`config.mk`:
```
export PLATFORM = sky130hd
export DESIGN_NAME = mem_arbiter_flat
export DESIGN_NICKNAME = d
export VERILOG_FILES = /design/src/rtl/mem_arbiter_if.sv /design/src/rtl/mem_arbiter.sv /design/src/flat_wrapper.sv
export SDC_FILE = /design/constraint.sdc
export NUM_CORES = 1
export LEC_CHECK = 0
export ABC_AREA = 1
export BUFFER_PORTS_ARGS = -buffer_cell sky130_fd_sc_hd__buf_4
export CORE_MARGIN = 1
export CORE_UTILIZATION = 47
export CTS_BUF_LIST = sky130_fd_sc_hd__clkbuf_16
export CTS_CLUSTER_DIAMETER = 100
export DETAILED_ROUTE_END_ITERATION = 10
export GPL_ROUTABILITY_DRIVEN = 0
export PLACE_DENSITY = 0.8
export SYNTH_ARGS = -nofsm -noshare
export SYNTH_HDL_FRONTEND = slang
export SYNTH_SLANG_ARGS = --single-unit
```
`constraint.sdc`:
```
create_clock -name CLK -period 2.1 [get_ports CLK]
set_clock_uncertainty 0.05 [all_clocks]
set_input_delay 0.21 -clock CLK [delete_from_list [all_inputs] [get_ports CLK]]
set_output_delay 0.21 -clock CLK [all_outputs]
set_load 0.005 [all_outputs]
```
`src/rtl/mem_arbiter_if.sv`:
```
// Request-unit and RAM-port signal bundle for mem_arbiter.
// The slave modport is the arbiter's view; master is the view of whatever drives it.
interface mem_arbiter_if;
   // Request unit side
   logic        iREN;
   logic [31:0] iaddr;
   logic [31:0] iload;
   logic        ihit;
   logic        dREN;
   logic        dWEN;
   logic [31:0] daddr;
   logic [31:0] dstore;
   logic [31:0] dload;
   logic        dhit;
   // Shared RAM side
   logic        ramREN;
   logic        ramWEN;
   logic [31:0] ramaddr;
   logic [31:0] ramstore;
   logic [31:0] ramload;
   logic [1:0]  ramstate;
   logic        err;

   modport slave (
      input  iREN, iaddr, dREN, dWEN, daddr, dstore, ramload, ramstate,
      output iload, ihit, dload, dhit, ramREN, ramWEN, ramaddr, ramstore, err
   );

   modport master (
      output iREN, iaddr, dREN, dWEN, daddr, dstore, ramload, ramstate,
      input  iload, ihit, dload, dhit, ramREN, ramWEN, ramaddr, ramstore, err
   );
endinterface

```
`src/rtl/mem_arbiter.sv`:
```
// Single-port RAM arbiter: data requests beat instruction requests, one access at a time.
// Optional request timeout abort is built only when MEM_ARB_TIMEOUT_EN is defined.
module mem_arbiter #(
   parameter int unsigned TIMEOUT  = 64,
   parameter logic [31:0] ERR_WORD = 32'hBAD0_BAD0
) (
   input  logic              CLK,
   input  logic              nRST,
   mem_arbiter_if.slave      bus,
   output logic [1:0]        state_dbg
);

   // Handshake: a request enable is sampled only in IDLE; the requester keeps it
   // high until it sees its one-cycle hit pulse, then drops it.

   typedef enum logic [1:0] {
      IDLE = 2'd0,
      DREQ = 2'd1,
      IREQ = 2'd2,
      RESP = 2'd3
   } state_t;

   localparam logic [1:0]  RAM_ACCESS  = 2'd2;
   localparam logic [31:0] TIMEOUT_CNT = 32'(TIMEOUT);

   state_t      state;
   state_t      next_state;

   logic [31:0] addr_q;
   logic [31:0] store_q;
   logic        wr_q;
   logic        data_q;
   logic [31:0] iload_q;
   logic [31:0] dload_q;

   logic        grant_data;
   logic        grant_instr;
   logic        done_access;

`ifdef MEM_ARB_TIMEOUT_EN
   logic [31:0] cnt;
   logic        abort_q;
   logic        done_abort;
`else
   logic        unused_cfg;
   assign unused_cfg = ^{TIMEOUT_CNT, ERR_WORD};
`endif

   // State register
   always_ff @(posedge CLK or negedge nRST) begin
      if (!nRST) begin
         state <= IDLE;
      end else begin
         state <= next_state;
      end
   end

   // Next-state and grant/complete decisions
   always_comb begin
      next_state  = state;
      grant_data  = 1'b0;
      grant_instr = 1'b0;
      done_access = 1'b0;
`ifdef MEM_ARB_TIMEOUT_EN
      done_abort  = 1'b0;
`endif
      case (state)
         IDLE: begin
            if (bus.dREN || bus.dWEN) begin
               grant_data = 1'b1;
               next_state = DREQ;
            end else if (bus.iREN) begin
               grant_instr = 1'b1;
               next_state  = IREQ;
            end
         end
         DREQ, IREQ: begin
            if (bus.ramstate == RAM_ACCESS) begin
               done_access = 1'b1;
               next_state  = RESP;
            end
`ifdef MEM_ARB_TIMEOUT_EN
            else if (cnt == TIMEOUT_CNT) begin
               done_abort = 1'b1;
               next_state = RESP;
            end
`endif
         end
         RESP: begin
            next_state = IDLE;
         end
         default: begin
            next_state = IDLE;
         end
      endcase
   end

   // Latched request copies that drive the RAM port for the whole access
   always_ff @(posedge CLK or negedge nRST) begin
      if (!nRST) begin
         addr_q  <= 32'd0;
         store_q <= 32'd0;
         wr_q    <= 1'b0;
         data_q  <= 1'b0;
      end else if (grant_data) begin
         addr_q  <= bus.daddr;
         store_q <= bus.dstore;
         wr_q    <= bus.dWEN;
         data_q  <= 1'b1;
      end else if (grant_instr) begin
         addr_q  <= bus.iaddr;
         wr_q    <= 1'b0;
         data_q  <= 1'b0;
      end
   end

   // Returned read data; each side holds until its own next completion
   always_ff @(posedge CLK or negedge nRST) begin
      if (!nRST) begin
         iload_q <= 32'd0;
         dload_q <= 32'd0;
      end else if (done_access) begin
         if (data_q && !wr_q) begin
            dload_q <= bus.ramload;
         end else if (!data_q) begin
            iload_q <= bus.ramload;
         end
      end
`ifdef MEM_ARB_TIMEOUT_EN
      else if (done_abort) begin
         if (data_q) begin
            dload_q <= ERR_WORD;
         end else begin
            iload_q <= ERR_WORD;
         end
      end
`endif
   end

`ifdef MEM_ARB_TIMEOUT_EN
   // Wait counter: cleared on grant, counts every waiting cycle without ACCESS
   always_ff @(posedge CLK or negedge nRST) begin
      if (!nRST) begin
         cnt     <= 32'd0;
         abort_q <= 1'b0;
      end else begin
         if (grant_data || grant_instr) begin
            cnt     <= 32'd0;
            abort_q <= 1'b0;
         end else begin
            if ((state == DREQ || state == IREQ) && !done_access) begin
               cnt <= cnt + 32'd1;
            end
            if (done_abort) begin
               abort_q <= 1'b1;
            end
         end
      end
   end

   assign bus.err = (state == RESP) && abort_q;
`else
   assign bus.err = 1'b0;
`endif

   // RAM enables and hit pulses decode straight from state so reset kills them at once
   always_comb begin
      bus.ramREN = 1'b0;
      bus.ramWEN = 1'b0;
      bus.ihit   = 1'b0;
      bus.dhit   = 1'b0;
      case (state)
         DREQ: begin
            bus.ramREN = !wr_q;
            bus.ramWEN = wr_q;
         end
         IREQ: begin
            bus.ramREN = 1'b1;
         end
         RESP: begin
            bus.dhit = data_q;
            bus.ihit = !data_q;
         end
         default: begin
         end
      endcase
   end

   assign bus.ramaddr  = addr_q;
   assign bus.ramstore = store_q;
   assign bus.iload    = iload_q;
   assign bus.dload    = dload_q;
   assign state_dbg    = state;

endmodule
```
`src/flat_wrapper.sv`:
```
// flat-port wrapper written by rule: the top's interface ports become plain ports
module mem_arbiter_flat 
#(
   parameter int unsigned TIMEOUT  = 64,
   parameter logic [31:0] ERR_WORD = 32'hBAD0_BAD0
)
  (CLK, nRST, state_dbg, bus_iREN, bus_iaddr, bus_dREN, bus_dWEN, bus_daddr, bus_dstore, bus_ramload, bus_ramstate, bus_iload, bus_ihit, bus_dload, bus_dhit, bus_ramREN, bus_ramWEN, bus_ramaddr, bus_ramstore, bus_err);
  mem_arbiter_if bus_i ();
  input  logic CLK;
  input  logic nRST;
  output logic [1:0] state_dbg;
  input wire logic [$bits(bus_i.iREN)-1:0] bus_iREN;
  input wire logic [$bits(bus_i.iaddr)-1:0] bus_iaddr;
  input wire logic [$bits(bus_i.dREN)-1:0] bus_dREN;
  input wire logic [$bits(bus_i.dWEN)-1:0] bus_dWEN;
  input wire logic [$bits(bus_i.daddr)-1:0] bus_daddr;
  input wire logic [$bits(bus_i.dstore)-1:0] bus_dstore;
  input wire logic [$bits(bus_i.ramload)-1:0] bus_ramload;
  input wire logic [$bits(bus_i.ramstate)-1:0] bus_ramstate;
  output wire logic [$bits(bus_i.iload)-1:0] bus_iload;
  output wire logic [$bits(bus_i.ihit)-1:0] bus_ihit;
  output wire logic [$bits(bus_i.dload)-1:0] bus_dload;
  output wire logic [$bits(bus_i.dhit)-1:0] bus_dhit;
  output wire logic [$bits(bus_i.ramREN)-1:0] bus_ramREN;
  output wire logic [$bits(bus_i.ramWEN)-1:0] bus_ramWEN;
  output wire logic [$bits(bus_i.ramaddr)-1:0] bus_ramaddr;
  output wire logic [$bits(bus_i.ramstore)-1:0] bus_ramstore;
  output wire logic [$bits(bus_i.err)-1:0] bus_err;
  assign bus_i.iREN = bus_iREN;
  assign bus_i.iaddr = bus_iaddr;
  assign bus_i.dREN = bus_dREN;
  assign bus_i.dWEN = bus_dWEN;
  assign bus_i.daddr = bus_daddr;
  assign bus_i.dstore = bus_dstore;
  assign bus_i.ramload = bus_ramload;
  assign bus_i.ramstate = bus_ramstate;
  assign bus_iload = bus_i.iload;
  assign bus_ihit = bus_i.ihit;
  assign bus_dload = bus_i.dload;
  assign bus_dhit = bus_i.dhit;
  assign bus_ramREN = bus_i.ramREN;
  assign bus_ramWEN = bus_i.ramWEN;
  assign bus_ramaddr = bus_i.ramaddr;
  assign bus_ramstore = bus_i.ramstore;
  assign bus_err = bus_i.err;
  mem_arbiter #(.TIMEOUT(TIMEOUT), .ERR_WORD(ERR_WORD)) u_core (.CLK(CLK), .nRST(nRST), .bus(bus_i), .state_dbg(state_dbg));
endmodule
```
==> impl_metrics.tcl <==
set metrics [dict create \
    status "finished, final reports clean" \
    crit_end "bus_ramREN" \
    crit_required_ns 1.84 \
    layout.cells.most_common_list "nand2_1 (302), buf_4 (278), dfrtp_1 (132)" \
    fp-row-count 40 \
    synth_nets 876 \
    cp_max_fo 6 \
    post_synth_instance_area_um2 5890 \
    diodes 0 \
    report.final.setup_viol 0 \
    overflow 0 \
    timing.critical_path.from_type "flop" \
    design.final.nets 1199 \
    route.antenna.remaining_nets 0 \
    hp-class "primary input to flop" \
    most_common_cell_after_layout_fill_and_taps_aside "nand2_1" \
    num_cts_buffers 17 \
    first_global_vias 6152 \
    met2_length_um 9660 \
    ys.warnings.count 0 \
    wirelength_um 18600 \
    vdd_drop_max_v 0.000731 \
    flops_latches_synth 132 \
    worst-setup-path-type "flop to output port" \
    routed_wire_length_per_instance_um 15.0 \
    regToRegStartpoint "u_core.state_dbg[0]$_DFFE_PN0P_" \
    fmax_ghz 0.525 \
    ios 270 \
    rrSetupSlack_ns 0.21 \
    synth_cell_type_count 19 \
    met3_length_um 1200 \
    worst_case_headroom_to_the_max_slew_limit 0.0992 \
    rr_worst_depth 5 \
    seq_area_frac_synth 0.561 \
    htree_num_levels 4 \
    cp.arrival_ns 1.65 \
    leakagePower_nw 5.31 \
    clock_insertion_delay_worst_skew_ns 0.41 \
    timing.final.hold_violations 0 \
    post-route-worst-setup-slack_ns 0.195 \
    reg2reg_capture_point "u_core.bus.iload[12]$_DFFE_PN0P_" \
    max_layer_used "met4" \
    postSynthCellCount 736 \
    fin_max_slew_vios 0 \
    clock_period_minus_final_worst_setup_slack_ns 1.91 \
    die_w_um 114 \
    tritoncts "yes" \
    root_cell_of_the_clock_tree "clkbuf_16" \
    drv.max_cap_violation_count 0 \
    tightest_slew_ns 1.35 \
    antenna_found_initial 0 \
    starting_density_of_the_core 0.486 \
    grt_start_max_net_pins 61 \
    fin_tns_setup_ns 0 \
    post_synth.cell_area_avg_um2 8.00 \
    power_per_cell_area_nw_per_um2 1350 \
    worst_setup_hold_path_clk_slew_ns 0.06 \
    detail_route.iter0.violations 490 \
    dieArea_um2 13000 \
    areaGrowthSynthToFinish_pct 55.6 \
    grt_setup_unrepaired "no" \
    preCtsSetupSlack_ns 0.149 \
    clockBufferDepth 2 \
    wl_met1_um 6860 \
    wire_length_of_the_first_global_routing_pass_um 29900 \
    end_kind "output port" \
    vias_per_cell 4.85 \
    dieHeight_um 114 \
    place.detailed.hpwl_um 11700 \
    layout-drive-gt1-share 0.292 \
    cp-startpoint "u_core.state_dbg[0]$_DFFE_PN0P_" \
    globalRouteTotalUtil 0.301 \
    first_pass_iters 5 \
    finalCritPeriodShare 0.907 \
    residual_drc 0 \
    io_buffers 268 \
    via_count 6012 \
    clock-sinks 132 \
    floorplan.core_area_um2 12100 \
]
[synthesized netlist by cell type (all sizes together)]
cell,n,area share
a21oi,2,0.0036
buf,28,0.030
clkbuf,12,0.0076
conb,1,0.00064
dfrtp,132,0.56
ha,5,0.011
inv,109,0.069
nand2,303,0.19
nand3,101,0.087
nand4,1,0.0011
nor2,5,0.0040
o21ai,37,0.032
[what timing repair did]
item	CTS	global route
hold buffers	63	0
gates resized for setup	0	0
setup buffers	0	0
hold endpoints to repair	108	0
[routing by layer]
layer,vias to the layer above,track usage
met4,0,0.175
met2,258,0.523
met3,69,0.0861
met5,-,0
li1,2870,-
met1,2815,0.329
[layout make-up]
class                           count  area [um^2]
Clock buffer                       17          425
Clock inverter                     15         77.6
Fill cell                         874         2950
Inverter                          109          409
Multi-Input combinational cell    455         1960
Sequential cell                   132         3300
Tap cell                          168          210
Timing Repair Buffer              344         2780
[critical path, cell delays in order (launching register included)]
cell and delay, ns:
dfrtp_1 0.42, inv_1 0.10, ha_1 0.39, inv_1 0.07
nor2_1 0.11, buf_4 0.14
[stage by stage]
| stage | total power [mW] | std cells | utilization | hold slack (ns) | cell area [um^2] |
|---|---|---|---|---|---|
| floorplan | 6.82 | 736 | - | -0.136 | 5890 |
| global placement | 9.51 | 1145 | 0.663 | 0.187 | 8030 |
| detailed placement | 9.67 | 1145 | 0.663 | 0.185 | 8030 |
| CTS | 12.3 | 1240 | 0.757 | 0.00821 | 9160 |
| global route | 13.3 | 1240 | 0.757 | 0.0275 | 9160 |
| finish | 12.4 | 1240 | 0.757 | 0.0217 | 9160 |
[worst min-delay path by stage]
stage	slack [ns]	to	depth (start not counted)	start
6_report	0.02	u_core.bus.ramstore[30]$_DFFE_PN0P_	3	bus_dstore[30]
5_1_grt	0.03	u_core.bus.ramstore[30]$_DFFE_PN0P_	3	bus_dstore[30]
4_1_cts	0.008	u_core.bus.dload[1]$_DFFE_PN0P_	3	bus_ramload[1]
3_5_place_dp	0.18	u_core.bus.ramaddr[30]$_DFFE_PN0P_	1	nRST
3_3_place_gp	0.19	u_core.bus.ramaddr[20]$_DFFE_PN0P_	1	nRST
2_1_floorplan	-0.14	u_core.bus.dload[0]$_DFFE_PN0P_	0	nRST
[cell families (layout without fill, tap and decap cells)]
family	count (synthesis)	count (layout)	synth area share
AOI/OAI and AO/OA	39	39	0.0357
adders and majority gates	5	5	0.0106
buffers and inverters	149	485	0.107
DFF	132	132	0.561
other	1	1	0.000637
and+or+nand+nor	410	410	0.285
[where the power goes]
| part | total, mW | leakage, nW | switching [mW] | internal [mW] |
|---|---|---|---|---|
| registers | 4.49 | 1.64 | 0.728 | 3.76 |
| clock network | 2.53 | 0.252 | 1.06 | 1.46 |
| logic | 5.36 | 3.42 | 2.77 | 2.59 |
[sequential cells by signal (all words and copies together), names as in the netlist]
signal	flops
u_core.bus.ramaddr	32
u_core.bus.ramstore	32
u_core.bus.iload	32
u_core.bus.dload	32
u_core.data_q	1
u_core.wr_q	1
u_core.state_dbg	2
Note: power is estimated with default switching activity, not from simulation.
